<file path="src/rtl/z80fi_insn_tracker.sv">
// Assembles opcode bytes of each retiring Z80 instruction and emits one z80fi_valid pulse with a pre-execution state snapshot.
// Optional feature: define Z80FI_ORDER_EN to add the z80fi_order retirement counter output.
module z80fi_insn_tracker #(
  parameter int MAX_LEN     = 4,
  parameter int ORDER_WIDTH = 64
) (
  input  logic                   clk,
  input  logic                   reset,
  input  logic                   insn_start,
  input  logic [15:0]            start_pc,
  input  logic [7:0]             start_r,
  input  logic [7:0]             start_f,
  input  logic                   start_iff2,
  input  logic                   byte_valid,
  input  logic [7:0]             byte_data,
  input  logic                   insn_done,
  output logic                   z80fi_valid,
  output logic [31:0]            z80fi_insn,
  output logic [2:0]             z80fi_insn_len,
  output logic [15:0]            z80fi_pc_rdata,
  output logic [7:0]             z80fi_r_rdata,
  output logic [7:0]             z80fi_f_rdata,
  output logic                   z80fi_iff2_rdata,
`ifdef Z80FI_ORDER_EN
  output logic [ORDER_WIDTH-1:0] z80fi_order,
`endif
  output logic                   z80fi_error
);

  typedef enum logic {IDLE, COLLECT} state_t;

  state_t      r_state, w_state_nxt;
  logic [31:0] r_buf;
  logic [2:0]  r_cnt;
  logic [15:0] r_pc;
  logic [7:0]  r_r, r_f;
  logic        r_iff2;

  logic [31:0] w_base_buf, w_nbuf, w_ret_buf;
  logic [2:0]  w_base_cnt, w_ncnt, w_ret_cnt;
  logic        w_app, w_retire, w_err;

  always_comb begin
    w_state_nxt = r_state;
    w_retire    = 1'b0;
    w_err       = 1'b0;
    // insn_start restarts collection, so a byte in the same cycle becomes byte 0 of the new instruction
    w_base_buf  = insn_start ? 32'h0 : r_buf;
    w_base_cnt  = insn_start ? 3'd0  : r_cnt;
    w_app       = byte_valid && (insn_start || r_state == COLLECT);
    w_nbuf      = w_base_buf;
    w_ncnt      = w_base_cnt;
    if (w_app) begin
      if (w_base_cnt == 3'(MAX_LEN)) begin
        w_err = 1'b1;
      end else begin
        w_nbuf[{w_base_cnt[1:0], 3'b000} +: 8] = byte_data;
        w_ncnt = w_base_cnt + 3'd1;
      end
    end
    w_ret_buf = insn_start ? r_buf : w_nbuf;
    w_ret_cnt = insn_start ? r_cnt : w_ncnt;
    case (r_state)
      IDLE: begin
        if (insn_start) w_state_nxt = COLLECT;
        if (insn_done || (byte_valid && !insn_start)) w_err = 1'b1;
      end
      COLLECT: begin
        if (insn_done) begin
          if (w_ret_cnt == 3'd0) w_err = 1'b1;
          else                   w_retire = 1'b1;
          w_state_nxt = insn_start ? COLLECT : IDLE;
        end else if (insn_start) begin
          w_err = 1'b1;
        end
      end
      default: w_state_nxt = IDLE;
    endcase
  end

  always_ff @(posedge clk or posedge reset) begin
    if (reset) begin
      r_state <= IDLE;
      r_buf   <= '0;
      r_cnt   <= '0;
      r_pc    <= '0;
      r_r     <= '0;
      r_f     <= '0;
      r_iff2  <= 1'b0;
    end else begin
      r_state <= w_state_nxt;
      if (w_state_nxt == IDLE) begin
        r_buf <= '0;
        r_cnt <= '0;
      end else begin
        r_buf <= w_nbuf;
        r_cnt <= w_ncnt;
      end
      if (insn_start) begin
        r_pc   <= start_pc;
        r_r    <= start_r;
        r_f    <= start_f;
        r_iff2 <= start_iff2;
      end
    end
  end

  // Output bank holds the last retired instruction while z80fi_valid is low
  always_ff @(posedge clk or posedge reset) begin
    if (reset) begin
      z80fi_valid      <= 1'b0;
      z80fi_insn       <= '0;
      z80fi_insn_len   <= '0;
      z80fi_pc_rdata   <= '0;
      z80fi_r_rdata    <= '0;
      z80fi_f_rdata    <= '0;
      z80fi_iff2_rdata <= 1'b0;
      z80fi_error      <= 1'b0;
    end else begin
      z80fi_valid <= w_retire;
      z80fi_error <= z80fi_error | w_err;
      if (w_retire) begin
        z80fi_insn       <= w_ret_buf;
        z80fi_insn_len   <= w_ret_cnt;
        z80fi_pc_rdata   <= r_pc;
        z80fi_r_rdata    <= r_r;
        z80fi_f_rdata    <= r_f;
        z80fi_iff2_rdata <= r_iff2;
      end
    end
  end

`ifdef Z80FI_ORDER_EN
  logic [ORDER_WIDTH-1:0] r_order_cnt;

  always_ff @(posedge clk or posedge reset) begin
    if (reset) begin
      r_order_cnt <= '0;
      z80fi_order <= '0;
    end else if (w_retire) begin
      z80fi_order <= r_order_cnt;
      r_order_cnt <= r_order_cnt + 1'b1;
    end
  end
`endif

endmodule

</file>
<file path="config.mk">
export PLATFORM = sky130hd
export DESIGN_NAME = z80fi_insn_tracker
export DESIGN_NICKNAME = d
export VERILOG_FILES = /design/src/rtl/z80fi_insn_tracker.sv
export SDC_FILE = /design/constraint.sdc
export NUM_CORES = 1
export LEC_CHECK = 0
export ABC_AREA = 1
export BUFFER_PORTS_ARGS = -buffer_cell sky130_fd_sc_hd__buf_2
export CELL_PAD_IN_SITES_DETAIL_PLACEMENT = 1
export CELL_PAD_IN_SITES_GLOBAL_PLACEMENT = 2
export CORE_MARGIN = 2
export CORE_UTILIZATION = 36
export CTS_BUF_LIST = sky130_fd_sc_hd__clkbuf_8
export DETAILED_ROUTE_END_ITERATION = 10
export GPL_TIMING_DRIVEN = 0
export HOLD_SLACK_MARGIN = 0.15
export PLACE_DENSITY_LB_ADDON = 0.1
export SYNTH_ARGS = -nofsm -noshare
export SYNTH_HDL_FRONTEND = slang
export SYNTH_SLANG_ARGS = --single-unit
</file>
<file path="constraint.sdc">
create_clock -name clk -period 8.2 [get_ports clk]
set_clock_uncertainty 0.05 [all_clocks]
set_input_delay 1.23 -clock clk [delete_from_list [all_inputs] [get_ports clk]]
set_output_delay 1.23 -clock clk [all_outputs]
set_load 0.05 [all_outputs]
</file>
# Yosys cells after proc, flatten, opt, wreduce, memory -nomap -nowiden
# Index checks and enable logic that the tools add are counted.
[word_totals]
in_bits = 46
wordCells = 52
regBits = 139
[op_classes]
n_shift = 2
n_addsub = 2
eq_ne = 1
mux = 24
n_bitwise = 2
reduce_logical = 6
[ops]
columns = ["cell", "count"]
rows = [
  ["32-bit two-way mux", 5],
  ["32-bit bitwise mux", 1],
  ["8-bit by 7-bit variable shift with 32-bit output (first input constant)", 1],
  ["8-bit by 7-bit indexed part select with 32-bit output", 1],
  ["3-bit two-way mux", 5],
  ["1-bit two-way mux", 11],
  ["5-bit negator with 7-bit output", 1],
  ["1-bit case mux with 2 select lines", 2],
  ["3-bit by 1-bit adder with 3-bit output (second input constant)", 1],
  ["3-bit == test (second input constant)", 1],
  ["3-bit logical NOT", 1],
  ["1-bit logical AND", 2],
  ["1-bit logical OR", 2],
  ["1-bit logical NOT", 1],
  ["1-bit inverter", 1],
  ["1-bit bitwise OR", 1],
]

# Logic depth before layout (Yosys ltp)
# Gate-level depths: netlist of run 1.
[logic_depth]
depth_word = 10
ltp_mapped = 16

# Least setup slack after synthesis of run 1
# Ideal clock, no wire load.
[synth_timing]
path_kind = "input port to flip-flop"
startpoint = "in insn_start"
endpoint = "reg z80fi_insn[0]"
arrival_time_ns = 2.897
slack_ns = 5.134
required_time_ns = 8.031
path_stages = 15
n_path_buf = 4
path_cell_list = "buf_6 inv_2 nand2_1 ha_1 buf_2 nand3_4 nand3_1 nand3_1 nand2_1 nand3_2 nand3_2 buf_4 buf_6 nand2_1 nand2_1"
[synth_between]
elab_chain_len = 9
elab_cells_between_ends = 20
classes_between = "add/sub (2); eq/ne (1); shift (2); mux (12); reduce/logical (3)"
[synth_lines]
columns = ["item", "line_no", "rtl"]
rows = [
  ["from (decl)", "9", "input logic insn_start,"],
  ["branches (longest 9 deep; another with 5-bit negator with 7-bit output)", "-", ""],
  ["to (signal assigned)", "123", "z80fi_insn <= w_ret_buf;"],
  ["to (decl)", "18", "output logic [31:0] z80fi_insn,"],
]
# Several ways; the timed one is not identified.
# A chain may end at the register's enable or synchronous reset.

# Final worst setup path of run 1
[layout_timing]
startpoint = "in insn_start"
endpoint = "reg z80fi_insn[6]"
# Same word-level chain as after synthesis.

==> results of run 1 <==
==> layout make-up <==
class,instances,area share
multi-input cells,599,0.340
clock buffers,18,0.0316
inverters,49,0.0241
flip-flops and latches,139,0.444
clock inverters,14,0.0160
plain buffers,53,0.0318
well taps,229,0.0366
repair buffers,114,0.0757
==> worst max path at each step <==
stage	startpoint	end	slack, ps	cells after the start
2_1_floorplan	reset	r_buf[0]	3200	1
3_3_place_gp	reset	z80fi_insn[2]	1470	2
3_5_place_dp	insn_start	z80fi_insn[6]	4530	16
4_1_cts	insn_start	z80fi_insn[6]	5020	16
5_1_grt	insn_start	z80fi_insn_len[1]	4830	16
6_report	insn_start	z80fi_insn[6]	4990	16
==> stage by stage <==
step           cell area (µm²)  setup WS [ps]  hold slack [ps]
6_report                  7830           4990              419
5_1_grt                   7830           4830              447
4_1_cts                   7830           5020              424
3_5_place_dp              7460           4530              403
3_3_place_gp              7430           1470              398
2_1_floorplan             6580           3200              392
==> kinds of logic after synthesis <==
group,count (synthesis),share of synthesized area
and+or+nand+nor,564,0.371
DFF,139,0.529
buffers and inverters,102,0.0658
AOI/OAI and AO/OA,29,0.0226
adders and majority gates,6,0.0114
==> registers in the layout (all words and copies together), names as in the netlist <==
| register | count |
|---|---|
| r_buf | 32 |
| z80fi_insn | 32 |
| r_pc | 16 |
| z80fi_pc_rdata | 16 |
| r_f | 8 |
| r_r | 8 |
| z80fi_f_rdata | 8 |
| z80fi_r_rdata | 8 |
| r_cnt | 3 |
| z80fi_insn_len | 3 |
| r_iff2 | 1 |
| r_state | 1 |
| z80fi_error | 1 |
| z80fi_iff2_rdata | 1 |
| z80fi_valid | 1 |
==> power breakdown <==
part	internal [W]	total (W)	switching, W	leakage (nW)
clock	0.000230	0.000542	0.000312	0.180
combinational	0.0000913	0.000415	0.000324	2.42
sequential	0.000748	0.000781	0.0000330	1.81
total	0.00107	0.00174	0.000669	4.41
==> cell usage after synthesis, drive strengths merged, types with 6 or more instances <==
library cell / number / area [µm²]
a21oi: 18 / 90.1
and2: 8 / 50.1
buf: 30 / 163
clkbuf: 23 / 86.3
dfrtp: 139 / 3480
ha: 6 / 75.1
inv: 48 / 180
nand2: 374 / 1410
nand3: 58 / 313
nand4: 67 / 419
nor2: 53 / 228
o21ai: 10 / 50.0
==> critical path: stages <==
cell and delay [ps]:
buf_6 130, nor2_2 70, inv_1 190, ha_1 180, buf_2 230, nand3_4 140, nand2_2 130, nand2_1 90
nand3_1 80, nand2_1 110, nand3_2 170, nand3_2 200, buf_4 250, buf_6 150, nand2_1 70, nand2_1 60
==> per-layer routing <==
| layer | wire length (µm) | vias to the layer above |
|---|---|---|
| li1 | - | 2945 |
| met1 | 9700 | 2995 |
| met2 | 9810 | 98 |
| met3 | 565 | 25 |
| met4 | 314 | 0 |
| met5 | 0 | - |
==> metrics, run 1 <==
total CTS buffers=17; Residual DRC=0; multi-input logic area=2670 µm²; vias in the first global route=6358; Clock Pin Slew Worst Setup and Hold Paths=90 ps; DIE AREA=19400 µm²; hold endpoint=z80fi_insn[10]; Syn Inst Count=840; number of synthesized flops with an enable pin=0; Area Growth Syn to Fin=19.1%; CORE AREA=18000 µm²; most common flop cell mapped by yosys=dfrtp_1; maxcap violations=0; unrepaired setup endpoints after global routing=no; GR Layer Usage met2=0.362; path depth of the worst reg2reg path=16; Min-Delay Path Class=reg2reg; global-route track usage on met1=0.292; largest net degree at the start of global routing=76; Max-slew headroom=0.536; via count=6063; Reg-to-Reg End=z80fi_insn[6]; RePlAce Congestion=0.845; #FFs+latches synth=139; antenna viol nets, final=0; Fin. Hold Viols=0; Critical Path End Type=register; Distinct cells, synth=28; grt met3 use=0.0373; first-pass iteration count of the detailed router=4; drt wl/cell=16.8 µm; Post-synth ARST share=1.00; Max Root-Sink Buffers=2; hold_sp=z80fi_insn[10]; Sequential Area=3480 µm²; CP Launch Type=primary input; synthesized net count=892; fill cell count=2258; fraction of layout cells with a size suffix above 1=0.181; WP data arrival=3510 ps; post-DR vias/cell=4.99; maximum clock rate=312 MHz; status=finished clean; Yosys warning total=0; Initial Util=0.366; GRT Total Usage=0.217; Inst Count DP=1183; endpoints failing setup=0; drt total wl=20400 µm; synthesized area per cell=7.83 µm²; die span in y=139 µm; min Tclk post-route=3210 ps; measured slew at the worst slew-check pin=696 ps; commonest cells after routing, fill and taps aside=373 x nand2_1, 139 x dfrtp_1, 126 x buf_2, 67 x nand4_1, 55 x nand3_1; CTS H-tree depth=4; antenna fix cells=0; Leak=4.41 nW; Rows=49; mapped cell area=6580 µm²; initial antenna violation count=0; PostCTS Resize Cnt=0; Slew Viols, Final=0; r2r setup slk=5480 ps; Fin Setup TNS=0 ps; fin cells=1215; Die Wd=139 µm; Final period util=0.391; input/output buffers=113; detailed placement HPWL=14900 µm; final core occ=0.436; Pwr Density=222 nW/µm²; critical path fanouts, max=10; CTS Sinks=139; I/O Pins=116; Worst EP required=8500 ps; overall power=0.00174 W; sequential share of the synthesized area=0.529; CTS tree=yes; total gr overflow=0; Max VDD drop=0.112 mV; GRT Max-Usage Layer=met2; Setup Crit Path Kind=in2reg; Initial DRC Count=257; most common cell after layout, fill and taps aside=nand2_1; Root Driver=clkbuf_8; first-pass GRT wire length=33400 µm; Min-Delay Path Depth=2; # nets final=1025; reg2reg start=r_cnt[0]; Post-CTS Setup Bufs=0; clock latency on the worst-skew pair=460 ps; CTS Hold Bufs=0
Power figures use the tool's default switching activity.
==> run 2: changes to the inputs <==
CORE_UTILIZATION = 33   (was 36)
clock period = 3 ns   (was 8.2 ns; I/O delays follow)
==> run 2 against run 1 <==
  * First-iteration DRC count is 13% higher
  * Largest cell class unchanged
  * Register-to-register slack worse by 5100 ps
  * Clock power grew to 2.7 times the previous value
  * Routed wire length is 0.41% higher
  * Largest power group unchanged
  * Global-route usage is 1.4 points lower
  * Setup slack worse by 4700 ps
  * Total power grew to 2.7 times the previous value
  * Critical path depth stayed put
==> metrics, run 2 (same netlist as run 1, synthesis figures left out) <==
# nets final=1058 (+3.2%); Post-CTS Setup Bufs=0 (unchanged); Critical Path End Type=register; reg2reg start=r_cnt[0]; global-route track usage on met1=0.288 (-0.00417); post-DR vias/cell=4.72 (-5.3%); Critical path origin=r_cnt[0]; CP endpoint=z80fi_insn_len[1]; most common cell after layout, fill and taps aside=nand2_1; Clk pwr share=0.308 (-0.004); Root Driver=clkbuf_8; total gr overflow=0 (unchanged); r2r setup slk=340 ps (-5140 ps); die span in y=145 µm (+4.3%); CTS Sinks=139 (unchanged); sw power=0.00182 W (+170%); Die Wd=145 µm (+4.3%); CP Launch Type=register; Max Root-Sink Buffers=2 (unchanged); Combinational Power Share=0.244 (+0.005); fraction of layout cells with a size suffix above 1=0.177 (-0.00388); clock latency on the worst-skew pair=440 ps (-20 ps); grt met3 use=0.0318 (-0.00553); maximum clock rate=376 MHz; switching share of total power=0.381 (-0.00386); measured slew at the worst slew-check pin=818 ps (+123 ps); CTS H-tree depth=4 (unchanged); commonest cells after routing, fill and taps aside=373 x nand2_1, 139 x dfrtp_1, 126 x buf_2, 67 x nand4_1, 55 x nand3_1; Initial Util=0.337 (-0.0293); drt total wl=20500 µm (+0.41%); drt wl/cell=15.9 µm (-5.0%); Area Growth Syn to Fin=25.0%; Residual DRC=0 (unchanged); antenna viol nets, final=0 (unchanged); CORE AREA=19500 µm² (+8.7%); GRT Max-Usage Layer=met2; I/O Pins=116 (unchanged); first-pass GRT wire length=34000 µm (+1.6%); Pwr Density=581 nW/µm² (+160%); detailed placement HPWL=14900 µm (-0.18%); top flop regs=r_buf x32, z80fi_insn x32; Slew Viols, Final=0 (unchanged); Leak=4.56 nW (+3.5%); Worst EP required=3280 ps (-5220 ps); WP data arrival=2950 ps (-560 ps); worst hold slack=177 ps (-242 ps); Setup Crit Path Kind=reg2reg; Initial DRC Count=290 (+13%); via count=6065 (+0.033%); first-pass iteration count of the detailed router=4 (unchanged); fin cells=1284 (+5.7%); fill cell count=2475 (+9.6%); Clock Pin Slew Worst Setup and Hold Paths=80 ps (about the same); Inst Count DP=1221 (+3.2%); Min-Delay Path Class=in2reg; Final period util=0.887; maxcap violations=0 (unchanged); unrepaired setup endpoints after global routing=no; path depth of the worst reg2reg path=16 (unchanged); DIE AREA=21100 µm² (+8.8%); initial antenna violation count=0 (unchanged); Rows=51 (+4.1%); GRT Total Usage=0.203 (-0.0136); antenna fix cells=0 (unchanged); largest net degree at the start of global routing=39 (-49%); Max-slew headroom=0.453 (-0.0829); Sequential Area=3480 µm² (unchanged); Reg-to-Reg End=z80fi_insn_len[1]; input/output buffers=113 (unchanged); status=finished clean; Reg power frac=0.448 (about the same); critical path fanouts, max=10 (unchanged); CTS tree=yes; RePlAce Congestion=0.774 (-8.4%); endpoints failing setup=0 (unchanged); Fin Setup TNS=0 ps (unchanged); min Tclk post-route=2660 ps; multi-input logic area=2670 µm² (unchanged); final core occ=0.421 (-0.0151); vias in the first global route=6152 (-3.2%); Fin. Hold Viols=0 (unchanged); Max VDD drop=0.308 mV (+180%); GR Layer Usage met2=0.326 (-0.0360); total CTS buffers=17 (unchanged); Power Internal=0.00295 W (+180%)
-- run 2: timing repair --
action | CTS | global route
hold endpoints to repair | 61 | 0
resized for setup | 0 | 0
hold buffers | 31 | 0
-- run 2: routing by layer --
layer  routed length, µm  share of wire  up-vias
met5                   0              0        -
met4                 227          0.011        0
met3                 742          0.036       17
met2                9510           0.46      110
met1                9990           0.49     2910
li1                    -              -     3028
-- run 2: power by group through the flow --
stage	Clock, W	Sequential, W	Combinational, W
detailed placement	0	0.00217	0.00115
CTS	0.00152	0.00214	0.00118
global route	0.00160	0.00216	0.00127
finish	0.00147	0.00214	0.00116
floorplan	0	0.00259	0.000383
global placement	0	0.00217	0.00113
-- run 2: final cells by class --
cell class	instances	share of cell area
plain buffers	53	0.0303
multi-input cells	599	0.324
clock inverters	14	0.0152
inverters	49	0.0228
repair buffers	147	0.114
clock buffers	18	0.0301
well taps	265	0.0403
flip-flops and latches	139	0.423
-- run 2: worst min path at each step --
stage                        from            end  slack, ps  depth (start not counted)
detailed placement  z80fi_insn[9]  z80fi_insn[9]        400                          2
finish                 start_r[4]         r_r[4]        180                          3
CTS                    start_r[4]         r_r[4]        150                          3
global placement    z80fi_insn[7]  z80fi_insn[7]        400                          2
global route           start_f[7]         r_f[7]        160                          3
floorplan                  r_f[7]         r_f[7]        390                          2
-- run 2: worst max-delay path, stage by stage (launching register included) --
cell and delay (ps):
dfrtp_1 360, inv_1 80, nor2_2 50, inv_1 200, ha_1 190, buf_2 220
nand3_4 120, nand2_2 120, nand2_1 70, nand3_1 70, nand2_1 110, nand3_2 190
nand3_2 190, buf_4 250, buf_6 160, nand2_1 60, nand2_1 50
-- run 2: stage by stage --
stage / total power (W) / setup slack, ps / cell area (µm²)
after floorplan: 0.00297 / 714 / 6580
after global placement: 0.00330 / -387 / 7480
after detailed placement: 0.00332 / 117 / 7540
after CTS: 0.00484 / 302 / 8220
after global routing: 0.00504 / 42.4 / 8220
final: 0.00477 / 338 / 8220
==> run 3: changes to the inputs <==
--- a/config.mk
+++ b/config.mk
@@ -18,2 +18,3 @@
 export PLACE_DENSITY_LB_ADDON = 0.1
+export SLEW_MARGIN = 20
 export SYNTH_ARGS = -nofsm -noshare
--- a/constraint.sdc
+++ b/constraint.sdc
@@ -4,2 +4,2 @@
 set_output_delay 0.45 -clock clk [all_outputs]
-set_load 0.05 [all_outputs]
+set_load 0.02 [all_outputs]
==> run 3 against run 2 <==
  * Routed wire length grew 0.94%
  * Global-route usage rose by 0.20 points
  * Core utilization up 0.56 points
  * Sequential power about the same
  * Flip-flop and latch count unchanged
  * Via count about the same
  * Count of clock-buffer cells in the layout shrank 1
  * Critical path type unchanged
  * Largest cell class unchanged
==> metrics, run 3 (same netlist as run 1, synthesis figures left out) <==
status=finished clean; WP data arrival=2930 ps (-20 ps); Residual DRC=0 (unchanged); Clock Pin Slew Worst Setup and Hold Paths=80 ps (about the same); largest net degree at the start of global routing=31 (-21%); Setup Crit Path Kind=reg2reg; Post-CTS Setup Bufs=0 (unchanged); I/O Pins=116 (unchanged); min Tclk post-route=2640 ps (-19.7 ps); Final period util=0.881 (-0.00655); CTS Sinks=139 (unchanged); measured slew at the worst slew-check pin=722 ps (-96.5 ps); Reg-to-Reg End=z80fi_insn[5]; maxcap violations=0 (unchanged); input/output buffers=113 (unchanged); post-DR vias/cell=4.72 (about the same); drt total wl=20700 µm (+0.94%); Initial DRC Count=281 (-3.1%); Fin. Hold Viols=0 (unchanged); CP Launch Type=register; detailed placement HPWL=15100 µm (+1.4%); CTS tree=yes; unrepaired setup endpoints after global routing=no; hold_sp=start_pc[5]; die span in y=145 µm (unchanged); PostCTS Resize Cnt=0 (unchanged); Min-Delay Path Class=in2reg; total CTS buffers=17 (unchanged); Critical Path End Type=register; Die Wd=145 µm (unchanged); r2r setup slk=360 ps (+20 ps); via count=6066 (+0.016%); CTS H-tree depth=4 (unchanged); drt wl/cell=16.1 µm (+0.94%); Max VDD drop=0.315 mV (+2.5%); first-pass GRT wire length=34400 µm (+1.4%); Area Growth Syn to Fin=26.7%; path depth of the worst reg2reg path=16 (unchanged); Worst EP required=3290 ps (about the same); commonest cells after routing, fill and taps aside=373 x nand2_1, 139 x dfrtp_1, 126 x buf_2, 67 x nand4_1, 55 x nand3_1; hold endpoint=r_pc[5]; Max-slew headroom=0.519 (+0.0655); total gr overflow=0 (unchanged); overall power=0.00472 W (-1.1%); RePlAce Congestion=0.774 (unchanged); CORE AREA=19500 µm² (unchanged); reg2reg start=r_cnt[0]; DIE AREA=21100 µm² (unchanged); Slew Viols, Final=0 (unchanged); Max Root-Sink Buffers=2 (unchanged); # nets final=1060 (+0.19%); critical path fanouts, max=10 (unchanged); clock latency on the worst-skew pair=450 ps (about the same); antenna viol nets, final=0 (unchanged); Placed Area=7590 µm² (+0.73%); first-pass iteration count of the detailed router=5 (+1); vias in the first global route=6343 (+3.1%); Pwr Density=567 nW/µm² (-2.4%); antenna fix cells=0 (unchanged); endpoints failing setup=0 (unchanged); top flop regs=r_buf x32, z80fi_insn x32; GRT Total Usage=0.205 (+0.00198); Rows=51 (unchanged); Leak=4.60 nW (+0.88%); Fin Setup TNS=0 ps (unchanged); design area=8330 µm² (+1.3%); maximum clock rate=378 MHz (+0.74%); fill cell count=2475 (unchanged); Root Driver=clkbuf_8; Min-Delay Path Depth=3 (unchanged); fraction of layout cells with a size suffix above 1=0.177 (unchanged); initial antenna violation count=0 (unchanged); Initial Util=0.337 (unchanged); CTS Hold Bufs=31 (unchanged); most common cell after layout, fill and taps aside=nand2_1
==> run 3: changes by cell type in the layout (fill, tap and decap cells not counted) <==
cell	before	now
buf_16	0	2
bufinv_16	0	4
clkbuf_8	18	17
clkinvlp_4	2	4
inv_6	7	2
inv_8	3	1
==> run 3: stage by stage <==
stage               worst slack [ps]  std cells  hold slack (ps)  utilization
finish                           358       1284              168        0.427
global route                    85.3       1284              161        0.427
detailed placement               116       1223              404        0.389
floorplan                        721        840              392            -
global placement                -387       1218              400        0.383
CTS                              318       1284              152        0.427
==> run 3: power by group <==
| group | internal (W) | total, W | switching (W) | leakage [nW] |
|---|---|---|---|---|
| clock | 0.000907 | 0.00169 | 0.000786 | 0.206 |
| combinational | 0.000286 | 0.000891 | 0.000605 | 2.58 |
| sequential | 0.00204 | 0.00214 | 0.0000937 | 1.81 |
==> run 3: area by class of cell <==
cell class	count	area, µm²	share of cell area
Sequential cell	139	3480	0.418
Multi-Input combinational cell	599	2670	0.320
Timing Repair Buffer	149	991	0.119
Tap cell	265	332	0.0398
Buffer	53	249	0.0299
Clock buffer	17	234	0.0281
Clock inverter	13	194	0.0233
Inverter	49	188	0.0225
==> run 3: worst max-delay path: stages (launching register included) <==
cell	delay, ps
dfrtp_1	360
inv_1	80
nor2_2	50
inv_1	200
ha_1	190
buf_2	230
nand3_4	130
nand2_2	130
nand2_1	80
nand3_1	70
nand2_1	110
nand3_2	190
nand3_2	170
buf_4	240
buf_6	150
nand2_1	60
nand2_1	50
==> run 3: metal layers <==
metal | vias up | global-route usage | wire (µm)
met5 | - | 0 | 0
met1 | 2931 | 0.292 | 10100
met4 | 0 | 0.0441 | 184
met3 | 10 | 0.0336 | 665
met2 | 102 | 0.331 | 9710
li1 | 3023 | - | -
==> run 3: worst max path at each step <==
stage	startpoint	slack, ps	cells past startpoint	end
6_report	r_cnt[0]	360	16	z80fi_insn[5]
5_1_grt	r_cnt[0]	90	16	z80fi_insn_len[1]
4_1_cts	r_cnt[0]	320	16	z80fi_insn[5]
3_5_place_dp	insn_start	120	16	z80fi_insn[5]
3_3_place_gp	reset	-390	2	z80fi_pc_rdata[7]
2_1_floorplan	insn_start	720	15	z80fi_insn[5]
